`src/rtl/uart_rx_sampler.sv`:
```
// UART receive sampler: synchronises the raw rx line, detects start bits,
// emits mid-bit sample strobes from a runtime divisor, assembles the data
// word and checks parity / stop bits for a runtime-selected frame format.
//
// Ports:
//   ref_clk, reset      clock (posedge) and synchronous active-low reset
//   rx                  asynchronous serial line, idles high
//   enable              permits detection of new start bits
//   div_wr, div_in      load strobe and value for the baud divisor register
//   data_bits           0..3 -> 5..8 data bits
//   parity_en/odd       parity bit present / odd sense
//   stop2               two stop bits when set
//   sample_pulse        one-cycle strobe at each bit centre
//   sample_bit, bit_idx synchronised rx value and frame bit index at the strobe
//   busy                high from start detection until back in IDLE
//   frame_done          one-cycle pulse; data_out and error flags valid
//   data_out            received word, right-aligned
//   parity_err/stop_err frame error flags, held until the next start
//   false_start         one-cycle pulse on a rejected start bit
module uart_rx_sampler #(
   parameter int unsigned DIV_W       = 16,
   parameter int unsigned DEFAULT_DIV = 15259,
   parameter int unsigned SYNC_STAGES = 2
) (
   input  logic             ref_clk,
   input  logic             reset,
   input  logic             rx,
   input  logic             enable,
   input  logic             div_wr,
   input  logic [DIV_W-1:0] div_in,
   input  logic [1:0]       data_bits,
   input  logic             parity_en,
   input  logic             parity_odd,
   input  logic             stop2,
   output logic             sample_pulse,
   output logic             sample_bit,
   output logic [3:0]       bit_idx,
   output logic             busy,
   output logic             frame_done,
   output logic [7:0]       data_out,
   output logic             parity_err,
   output logic             stop_err,
   output logic             false_start
);

   localparam int unsigned MIN_DIV = 4;

   typedef enum logic [2:0] {
      IDLE   = 3'd0,
      START  = 3'd1,
      DATA   = 3'd2,
      PARITY = 3'd3,
      STOP   = 3'd4
   } state_t;

   state_t state_q, state_d;

   logic [SYNC_STAGES-1:0] sync_q;
   logic                   prev_q;
   logic                   rx_s;
   logic                   start_edge;

   logic [DIV_W-1:0] cnt_q, cnt_d;
   logic [DIV_W-1:0] cnt_nxt;
   logic             cnt_wrap;
   logic             cnt_hit;
   logic [3:0]       bit_q, bit_d;
   logic [DIV_W-1:0] div_reg_q, div_reg_d;
   logic [DIV_W-1:0] act_div_q, act_div_d;
   logic [DIV_W-1:0] half_q, half_d;
   logic [1:0]       fmt_bits_q, fmt_bits_d;
   logic             fmt_par_q, fmt_par_d;
   logic             fmt_odd_q, fmt_odd_d;
   logic             fmt_stop2_q, fmt_stop2_d;
   logic [7:0]       sh_q, sh_d;
   logic             acc_q, acc_d;
   logic [3:0]       n_bits;
   logic [3:0]       last_idx;
   logic             reject;

   logic             sample_pulse_d, sample_bit_d, busy_d, frame_done_d;
   logic [3:0]       bit_idx_d;
   logic [7:0]       data_out_d;
   logic             parity_err_d, stop_err_d, false_start_d;

   // Synchronised line value and its falling edge
   assign rx_s       = sync_q[SYNC_STAGES-1];
   assign start_edge = prev_q & ~rx_s;

   // Baud counter wraps at div-1; a sample falls where the next count hits H
   assign cnt_wrap = (cnt_q == act_div_q - DIV_W'(1));
   assign cnt_nxt  = cnt_wrap ? '0 : cnt_q + DIV_W'(1);
   assign cnt_hit  = (state_q != IDLE) && (cnt_nxt == half_q);

   // Frame geometry from the latched format: data bits occupy idx 1..n_bits
   assign n_bits   = 4'(fmt_bits_q) + 4'd5;
   assign last_idx = n_bits + 4'(fmt_par_q) + 4'(fmt_stop2_q) + 4'd1;
   assign reject   = (state_q == START) && rx_s;

   // State and datapath registers
   always_ff @(posedge ref_clk) begin
      if (!reset) begin
         state_q      <= IDLE;
         sync_q       <= '1;
         prev_q       <= 1'b1;
         cnt_q        <= '0;
         bit_q        <= '0;
         div_reg_q    <= DIV_W'(DEFAULT_DIV);
         act_div_q    <= DIV_W'(DEFAULT_DIV);
         half_q       <= DIV_W'(DEFAULT_DIV >> 1);
         fmt_bits_q   <= '0;
         fmt_par_q    <= 1'b0;
         fmt_odd_q    <= 1'b0;
         fmt_stop2_q  <= 1'b0;
         sh_q         <= '0;
         acc_q        <= 1'b0;
         sample_pulse <= 1'b0;
         sample_bit   <= 1'b0;
         bit_idx      <= '0;
         busy         <= 1'b0;
         frame_done   <= 1'b0;
         data_out     <= '0;
         parity_err   <= 1'b0;
         stop_err     <= 1'b0;
         false_start  <= 1'b0;
      end else begin
         state_q      <= state_d;
         sync_q       <= {sync_q[SYNC_STAGES-2:0], rx};
         prev_q       <= rx_s;
         cnt_q        <= cnt_d;
         bit_q        <= bit_d;
         div_reg_q    <= div_reg_d;
         act_div_q    <= act_div_d;
         half_q       <= half_d;
         fmt_bits_q   <= fmt_bits_d;
         fmt_par_q    <= fmt_par_d;
         fmt_odd_q    <= fmt_odd_d;
         fmt_stop2_q  <= fmt_stop2_d;
         sh_q         <= sh_d;
         acc_q        <= acc_d;
         sample_pulse <= sample_pulse_d;
         sample_bit   <= sample_bit_d;
         bit_idx      <= bit_idx_d;
         busy         <= busy_d;
         frame_done   <= frame_done_d;
         data_out     <= data_out_d;
         parity_err   <= parity_err_d;
         stop_err     <= stop_err_d;
         false_start  <= false_start_d;
      end
   end

   // Next-state and output logic
   always_comb begin
      state_d        = state_q;
      cnt_d          = cnt_q;
      bit_d          = bit_q;
      div_reg_d      = div_wr ? div_in : div_reg_q;
      act_div_d      = act_div_q;
      half_d         = half_q;
      fmt_bits_d     = fmt_bits_q;
      fmt_par_d      = fmt_par_q;
      fmt_odd_d      = fmt_odd_q;
      fmt_stop2_d    = fmt_stop2_q;
      sh_d           = sh_q;
      acc_d          = acc_q;
      sample_pulse_d = 1'b0;
      sample_bit_d   = sample_bit;
      bit_idx_d      = bit_idx;
      busy_d         = busy;
      frame_done_d   = 1'b0;
      data_out_d     = data_out;
      parity_err_d   = parity_err;
      stop_err_d     = stop_err;
      false_start_d  = 1'b0;

      if (state_q == IDLE) begin
         busy_d = 1'b0;
         // Start detection snapshots divisor and format for the whole frame
         if (enable && start_edge) begin
            state_d      = START;
            cnt_d        = '0;
            bit_d        = '0;
            busy_d       = 1'b1;
            act_div_d    = (div_reg_q < DIV_W'(MIN_DIV)) ? DIV_W'(MIN_DIV) : div_reg_q;
            half_d       = act_div_d >> 1;
            fmt_bits_d   = data_bits;
            fmt_par_d    = parity_en;
            fmt_odd_d    = parity_odd;
            fmt_stop2_d  = stop2;
            sh_d         = '0;
            acc_d        = 1'b0;
            parity_err_d = 1'b0;
            stop_err_d   = 1'b0;
         end
      end else begin
         cnt_d = cnt_nxt;
         if (cnt_wrap) begin
            bit_d = bit_q + 4'd1;
         end
         if (cnt_hit) begin
            if (!reject) begin
               sample_pulse_d = 1'b1;
               sample_bit_d   = rx_s;
               bit_idx_d      = bit_q;
            end
            case (state_q)
               START: begin
                  if (rx_s) begin
                     false_start_d = 1'b1;
                     state_d       = IDLE;
                     busy_d        = 1'b0;
                     cnt_d         = '0;
                     bit_d         = '0;
                  end else begin
                     state_d = DATA;
                  end
               end
               DATA: begin
                  // Shift in at the MSB; right-aligned at frame end
                  sh_d  = {rx_s, sh_q[7:1]};
                  acc_d = acc_q ^ rx_s;
                  if (bit_q == n_bits) begin
                     state_d = fmt_par_q ? PARITY : STOP;
                  end
               end
               PARITY: begin
                  parity_err_d = acc_q ^ rx_s ^ fmt_odd_q;
                  state_d      = STOP;
               end
               STOP: begin
                  stop_err_d = stop_err | ~rx_s;
                  if (bit_q == last_idx) begin
                     frame_done_d = 1'b1;
                     data_out_d   = sh_q >> (2'd3 - fmt_bits_q);
                     state_d      = IDLE;
                     busy_d       = 1'b0;
                     cnt_d        = '0;
                     bit_d        = '0;
                  end
               end
               default: begin
                  state_d = IDLE;
                  busy_d  = 1'b0;
               end
            endcase
         end
      end
   end

endmodule

```
`config.mk`:
```
export PLATFORM = sky130hd
export DESIGN_NAME = uart_rx_sampler
export DESIGN_NICKNAME = d
export VERILOG_FILES = /design/src/rtl/uart_rx_sampler.sv
export SDC_FILE = /design/constraint.sdc
export NUM_CORES = 1
export LEC_CHECK = 0
export CAP_MARGIN = 5
export CORE_MARGIN = 3
export CORE_UTILIZATION = 55
export DETAILED_ROUTE_END_ITERATION = 16
export PLACE_DENSITY = 0.82
export REMOVE_ABC_BUFFERS = 1
export SLEW_MARGIN = 40
export SYNTH_ARGS = -nofsm -noshare
export SYNTH_HDL_FRONTEND = slang
export SYNTH_SLANG_ARGS = --single-unit
```
`constraint.sdc`:
```
create_clock -name ref_clk -period 10.27 [get_ports ref_clk]
set_input_delay 1.027 -clock ref_clk [delete_from_list [all_inputs] [get_ports ref_clk]]
set_output_delay 1.027 -clock ref_clk [all_outputs]
set_load 0.01 [all_outputs]
```
==> results of run 1 <==
worst max-delay path: cells and delay by family, from the launching register on:
family | cells | cell delay [ns]
buffers and inverters | 1 | 0.12
flip-flops | 1 | 0.38
AND/OR/NAND/NOR | 5 | 1.79
AO/OA/AOI/OAI | 5 | 1.63
adder cells (fa/ha/maj) | 1 | 0.21
registers in the layout, indices dropped and copies added, names as in the netlist, 2 cells and up:
| name | count |
|---|---|
| sync_q | 2 |
| sh_q | 8 |
| bit_q | 4 |
| div_reg_q | 16 |
| bit_idx | 4 |
| fmt_bits_q | 2 |
| act_div_q | 16 |
| data_out | 8 |
| cnt_q | 16 |
| state_q | 3 |
worst max-delay path by stage:
| stage | start | end | cells past startpoint |
|---|---|---|---|
| 3_5_place_dp | act_div_q[1]$_SDFFE_PN1P_ | data_out[6]$_SDFFE_PN0P_ | 12 |
| 4_1_cts | act_div_q[1]$_SDFFE_PN1P_ | data_out[6]$_SDFFE_PN0P_ | 12 |
| 2_1_floorplan | act_div_q[1]$_SDFFE_PN1P_ | data_out[6]$_SDFFE_PN0P_ | 12 |
| 3_3_place_gp | act_div_q[1]$_SDFFE_PN1P_ | data_out[6]$_SDFFE_PN0P_ | 12 |
| 5_1_grt | act_div_q[1]$_SDFFE_PN1P_ | data_out[6]$_SDFFE_PN0P_ | 12 |
| 6_report | act_div_q[1]$_SDFFE_PN1P_ | data_out[6]$_SDFFE_PN0P_ | 12 |
Yosys cell counts (8+ instances only):
cell type | number | area, um^2
nor3_1 | 11 | 55.1
nand2_1 | 89 | 334
xnor2_1 | 40 | 350
nand4_1 | 12 | 75.1
clkbuf_1 | 37 | 139
dfxtp_1 | 91 | 1820
o21ai_0 | 12 | 60.1
a21oi_1 | 28 | 140
inv_1 | 24 | 90.1
o2bb2ai_1 | 8 | 70.1
o211ai_1 | 14 | 105
mux2i_1 | 30 | 300
nand3_1 | 29 | 145
and2_1 | 10 | 62.6
nor2_1 | 50 | 188
xor2_1 | 11 | 96.3
nor4_1 | 8 | 50.1
per-layer routing:
| layer | share of wire (%) | wire length, um | track usage, % |
|---|---|---|---|
| met5 | 0 | 0 | 0 |
| met4 | 1.3 | 162 | 5.48 |
| met3 | 5.5 | 674 | 4.26 |
| met2 | 46 | 5660 | 38.1 |
| met1 | 47 | 5760 | 35.1 |
stage by stage:
| stage | utilization, % | cells | hold slack, ns | setup WS (ns) |
|---|---|---|---|---|
| detailed placement | 62.3 | 735 | 0.398 | 6.11 |
| global placement | 62.3 | 735 | 0.390 | 6.26 |
| global route | 64.4 | 750 | 0.443 | 5.59 |
| finish | 64.4 | 750 | 0.415 | 6.08 |
| floorplan | - | 579 | 0.386 | 6.72 |
| CTS | 64.5 | 750 | 0.419 | 6.09 |
kinds of logic after synthesis:
logic type	after synthesis	share of synthesized area [%]
fa+ha+maj	8	2.08
mux	34	7.55
buf+inv	73	5.90
compound gates	110	15.5
xor+xnor	51	8.64
simple gates	261	25.1
flops	91	35.2
power groups by stage:
stage	clock network (W)	registers, W	logic, W
after floorplan	0	0.000381	0.0000626
after global placement	0	0.000385	0.0000965
after detailed placement	0	0.000386	0.0000982
after CTS	0.000255	0.000377	0.0000989
after global routing	0.000271	0.000380	0.000109
final	0.000250	0.000378	0.0000981
layout make-up:
cell class / count / area, um^2
clock inverter: 6 / 73.8
sequential: 91 / 1820
fill: 778 / 3180
multi-input combinational: 464 / 3040
clock buffer: 9 / 124
timing repair buffer: 48 / 465
tap: 108 / 135
inverter: 24 / 90.1
placed cells by master, fill, tap and decap left out, types with 4 or more instances in the layout:
cell,instances
nor4_1,8
mux4_2,4
and4_1,6
nand3b_1,5
o31ai_1,4
nor2b_1,7
a31oi_1,7
ha_1,7
o21ai_0,12
a21oi_1,28
a32oi_1,6
clkbuf_8,9
inv_1,24
buf_4,4
nor3b_1,4
nand3_1,29
xnor2_1,40
nor2_1,50
nand4_1,12
and2_1,10
o2bb2ai_1,8
xor2_1,11
mux2i_1,30
nor3_1,11
nand2_1,89
o211ai_1,14
dfxtp_1,91
nand2b_1,5
and3_1,7
clkdlybuf4s50_1,43
or2_2,5
==> results.json, run 1 <==
{
  "crit_path_end_kind": "flip-flop",
  "final_period_minus_worst_setup_slack_ns": 4.19,
  "synth_flop_cell": "dfxtp_1",
  "clk_latency_ns": 0.37,
  "initial_utilization_pct": 57.9,
  "critical_path_arrival_ns": 4.50,
  "p_total_w": 0.000726,
  "fin_tns_setup_ns": 0,
  "fin_nets": 672,
  "switching_share_pct": 29.1,
  "slew_headroom_pct": 51.7,
  "cpMostUsedCell": "nand3_1",
  "fmax_ghz": 0.239,
  "grt_max_degree": 49,
  "vias": 4523,
  "powerDensity_mw_per_mm2": 126,
  "clkTransAtPathRegs_ns": 0.10,
  "rrSetupSlack_ns": 6.08,
  "ys_seq_area_share_pct": 35.2,
  "p_switching_w": 0.000211,
  "die-area_mm2": 0.0106,
  "ys_ff_latch": 91,
  "grt-ovfl-total": 0,
  "rsz0062_at_grt": "no",
  "post-route-drc-count": 0,
  "critPathLaunchType": "flip-flop",
  "cts_resized": 0,
  "drive_gt1_share_pct": 6.39,
  "p_seq_share_pct": 52.1,
  "netlist_instances": 628,
  "holdCritPathClass": "flip-flop to flip-flop",
  "ys_types": 71,
  "cts_tree": "yes",
  "final_cell_area_mm2": 0.00575,
  "final-hold-violation-count": 0,
  "synth_edf_count": 0,
  "finalClockSkew_ns": 0.0135,
  "cp_slowest_cell": "a2111oi_4",
  "dp_hpwl_um": 8840,
  "fp-row-count": 34,
  "vias_per_cell": 6.03,
  "finalCritPeriodShare_pct": 40.8,
  "clk_path_buf_depth": 2,
  "power_frac_clock_pct": 34.4,
  "r2r-start": "act_div_q[1]$_SDFFE_PN1P_",
  "peakVddDrop_mv": 0.0869,
  "grt.total_usage_pct": 24.3,
  "htreeDepth": 3,
  "drt_pass1_iterations": 5,
  "total_leakage_power_nw": 2.11,
  "io_buffers": 44,
  "crit_required_ns": 10.58,
  "ys_warn_count": 0,
  "cts_setup_buffers": 0,
  "setup_viol_count_final": 0,
  "crit_chain": "inv_1, ha_1, nor2b_1, nand3_1, a2111oi_2, nand4_1, a2111oi_4, o21ai_1, a22oi_2, nand3_1, or3b_1, a21oi_1",
  "path_class": "flip-flop to flip-flop",
  "cts.root.buffer_cell": "clkbuf_8",
  "hold-path-endpoint": "sync_q[1]$_SDFF_PN1_",
  "ctsHoldBuffers": 0,
  "synthToLayoutAreaGrowth_pct": 11.3,
  "crit_fanout": 11,
  "core_area_mm2": 0.00893,
  "die_h_um": 103,
  "wire_per_inst_um": 16.4,
  "rr_worst_depth": 12,
  "grt_pass1_vias": 4162,
  "cap_violations": 0,
  "drtIter0Drc": 465,
  "diodes": 0,
  "num_io_pins": 45,
  "grt_pass1_wl_um": 20500,
  "p_comb_share_pct": 13.5,
  "r2r_end": "data_out[6]$_SDFFE_PN0P_",
  "antenna_found_initial": 0,
  "gp_congestion": 0.943,
  "worstMarginPinSlew_ns": 0.722,
  "synth_area_per_cell_um2": 8.23,
  "synthArstFlopShare_pct": 0,
  "ant_nets": 0,
  "critPathMaxStageDelay_ns": 0.62,
  "worstHoldStart": "sync_q[0]$_SDFF_PN1_",
  "syn-cell-area_mm2": 0.00517,
  "drv_slew": 0,
  "finalWirelength_um": 12300,
  "die_width_um": 103,
  "place_area_mm2": 0.00556,
  "worstHoldPathCells": 1,
  "cts_sinks": 91,
  "numCtsBuffers": 9,
  "internal_power_w": 0.000515,
  "status": "finished clean"
}
Power figures use the tool's default switching activity.
==> run 2: changes to the inputs <==
--- a/config.mk
+++ b/config.mk
@@ -7,9 +7,9 @@
 export LEC_CHECK = 0
 export CAP_MARGIN = 5
 export CORE_MARGIN = 3
-export CORE_UTILIZATION = 55
+export CORE_UTILIZATION = 53
 export DETAILED_ROUTE_END_ITERATION = 16
-export PLACE_DENSITY = 0.82
+export PLACE_DENSITY = 0.83
 export REMOVE_ABC_BUFFERS = 1
 export SLEW_MARGIN = 40
 export SYNTH_ARGS = -nofsm -noshare
==> constraint.sdc (replaced) <==
create_clock -name ref_clk -period 3.4 [get_ports ref_clk]
set_input_delay 0.34 -clock ref_clk [delete_from_list [all_inputs] [get_ports ref_clk]]
set_output_delay 0.34 -clock ref_clk [all_outputs]
set_load 0.01 [all_outputs]
==> run 2 against run 1 <==
Sequential cell count did not move. Cell count grew 8.3%. Routed wire length is 7.4% higher. Critical endpoint is now state_q[1]$_SDFFE_PN0P_. Global-route usage decreased by 0.60 points.
==> results.json, run 2 (synthesis results as in run 1) <==
{
  "rrSetupSlack_ns": 0.1,
  "crit_fanout": 10,
  "p_switching_w": 0.000664,
  "layout_setup_ws_ns": 0.0959,
  "crit_chain": "or3_4, or4b_4, a21oi_4, o311ai_2, a2111oi_4, o21ai_1, a221o_2, and2_4, a32o_1, o221a_1",
  "fillerInstances": 802,
  "fp-row-count": 35,
  "slew_headroom_pct": 54.7,
  "critPathCapture": "state_q[1]$_SDFFE_PN0P_",
  "holdCritPathClass": "flip-flop to flip-flop",
  "vias_per_cell": 5.83,
  "gp_congestion": 0.945,
  "critPathLaunchType": "flip-flop",
  "r2r_end": "state_q[1]$_SDFFE_PN0P_",
  "drv_slew": 0,
  "path_class": "flip-flop to flip-flop",
  "grt_pass1_wl_um": 21500,
  "wire_per_inst_um": 16.2,
  "p_seq_share_pct": 51.8,
  "drt_pass1_iterations": 6,
  "grt_max_degree": 44,
  "fmax_ghz": 0.303,
  "cp_slowest_cell": "or4b_4",
  "fin_util_pct": 66.0,
  "peakVddDrop_mv": 0.271,
  "dp_hpwl_um": 9420,
  "vias": 4730,
  "status": "finished clean",
  "powerDensity_mw_per_mm2": 352,
  "grt-ovfl-total": 0,
  "core_area_mm2": 0.00937,
  "crit_required_ns": 3.66,
  "cts_tree": "yes",
  "cp.depth": 10,
  "initial_utilization_pct": 55.2,
  "ant_nets": 0,
  "critPathMaxStageDelay_ns": 0.54,
  "cp.buffers_inverters": 0,
  "crit_path_end_kind": "flip-flop",
  "internal_power_w": 0.00151,
  "clk_latency_ns": 0.37,
  "grt_pass1_vias": 4439,
  "clkTransAtPathRegs_ns": 0.10,
  "finalClockSkew_ns": 0.0131,
  "layout_common_cells": "nand2_1, dfxtp_1, nor2_1",
  "drtIter0Drc": 514,
  "power_frac_clock_pct": 32.2,
  "cap_violations": 0,
  "worstMarginPinSlew_ns": 0.678,
  "die_h_um": 105,
  "rr_worst_depth": 10,
  "final_period_minus_worst_setup_slack_ns": 3.30,
  "setup_viol_count_final": 0,
  "diodes": 0,
  "final-hold-violation-count": 0,
  "numCtsBuffers": 9,
  "post-route-drc-count": 0,
  "fin_tns_setup_ns": 0,
  "num_io_pins": 45,
  "finalCritPeriodShare_pct": 97.2,
  "drive_gt1_share_pct": 14.5,
  "r2r-start": "act_div_q[3]$_SDFFE_PN1P_",
  "critical_path_arrival_ns": 3.56,
  "grt.total_usage_pct": 23.7,
  "holdWs_ns": 0.419,
  "cp_top_family": "compound AO/OA/AOI/OAI gates",
  "synthToLayoutAreaGrowth_pct": 19.7,
  "switching_share_pct": 30.5,
  "top_regs": "act_div_q (16), cnt_q (16), div_reg_q (16)",
  "p_total_w": 0.00218,
  "total_leakage_power_nw": 2.34,
  "htreeDepth": 3,
  "fin_nets": 712,
  "cts.root.buffer_cell": "clkbuf_8",
  "antenna_found_initial": 0,
  "die-area_mm2": 0.0110,
  "finalWirelength_um": 13200,
  "io_buffers": 44,
  "die_width_um": 105,
  "cts_sinks": 91,
  "startpoint": "act_div_q[3]$_SDFFE_PN1P_",
  "layout_commonest_cell": "nand2_1",
  "p_comb_share_pct": 16.0,
  "dpl_worst_slack_ns": -0.0112,
  "clk_path_buf_depth": 2
}
==> run 2: worst min path at each step <==
| stage | from | endpoint | cells after the start |
|---|---|---|---|
| floorplan | sync_q[0]$_SDFF_PN1_ | sync_q[1]$_SDFF_PN1_ | 1 |
| global placement | sync_q[0]$_SDFF_PN1_ | sync_q[1]$_SDFF_PN1_ | 1 |
| detailed placement | sync_q[0]$_SDFF_PN1_ | sync_q[1]$_SDFF_PN1_ | 1 |
| CTS | sync_q[0]$_SDFF_PN1_ | sync_q[1]$_SDFF_PN1_ | 1 |
| global route | sync_q[0]$_SDFF_PN1_ | sync_q[1]$_SDFF_PN1_ | 1 |
| finish | sync_q[0]$_SDFF_PN1_ | sync_q[1]$_SDFF_PN1_ | 1 |
==> run 2: power by group through the flow <==
stage                     clock [W]  combinational (W)  sequential [W]
after floorplan                   0           0.000189         0.00115
after global placement            0           0.000332         0.00115
after detailed placement          0           0.000339         0.00115
after CTS                  0.000708           0.000340         0.00113
after global routing       0.000750           0.000379         0.00113
final                      0.000701           0.000349         0.00113
==> run 2: layout make-up <==
| class | instances | area, um^2 | area share (%) |
|---|---|---|---|
| clock inverters | 6 | 50.0 | 0.809 |
| inverters | 24 | 90.1 | 1.46 |
| repair buffers | 88 | 778 | 12.6 |
| multi-input cells | 464 | 3150 | 51.0 |
| clock buffers | 10 | 128 | 2.06 |
| well taps | 129 | 161 | 2.61 |
| flip-flops and latches | 91 | 1830 | 29.5 |
==> run 2: layer usage <==
layer	wire [um]	share of wire, %	global-route usage (%)	vias up
met3	774	5.9	4.01	22
met1	6000	46	32.7	2254
met4	239	1.8	7.97	0
met5	0	0	0	-
met2	6160	47	37.8	154
li1	-	-	-	2300
==> run 2: metrics by stage <==
stage          area (um^2)  cells
2_1_floorplan         4960    579
3_3_place_gp          5860    790
3_5_place_dp          5860    790
4_1_cts               6040    807
5_1_grt               6190    812
6_report              6190    812
==> run 2: timing repair <==
item	4_1_cts	5_1_grt
resized for setup	0	24
endpoints found under the setup margin	8	46
gates cloned	0	0
pin swaps	1	8
hold buffers	0	0
buffers inserted	1	5
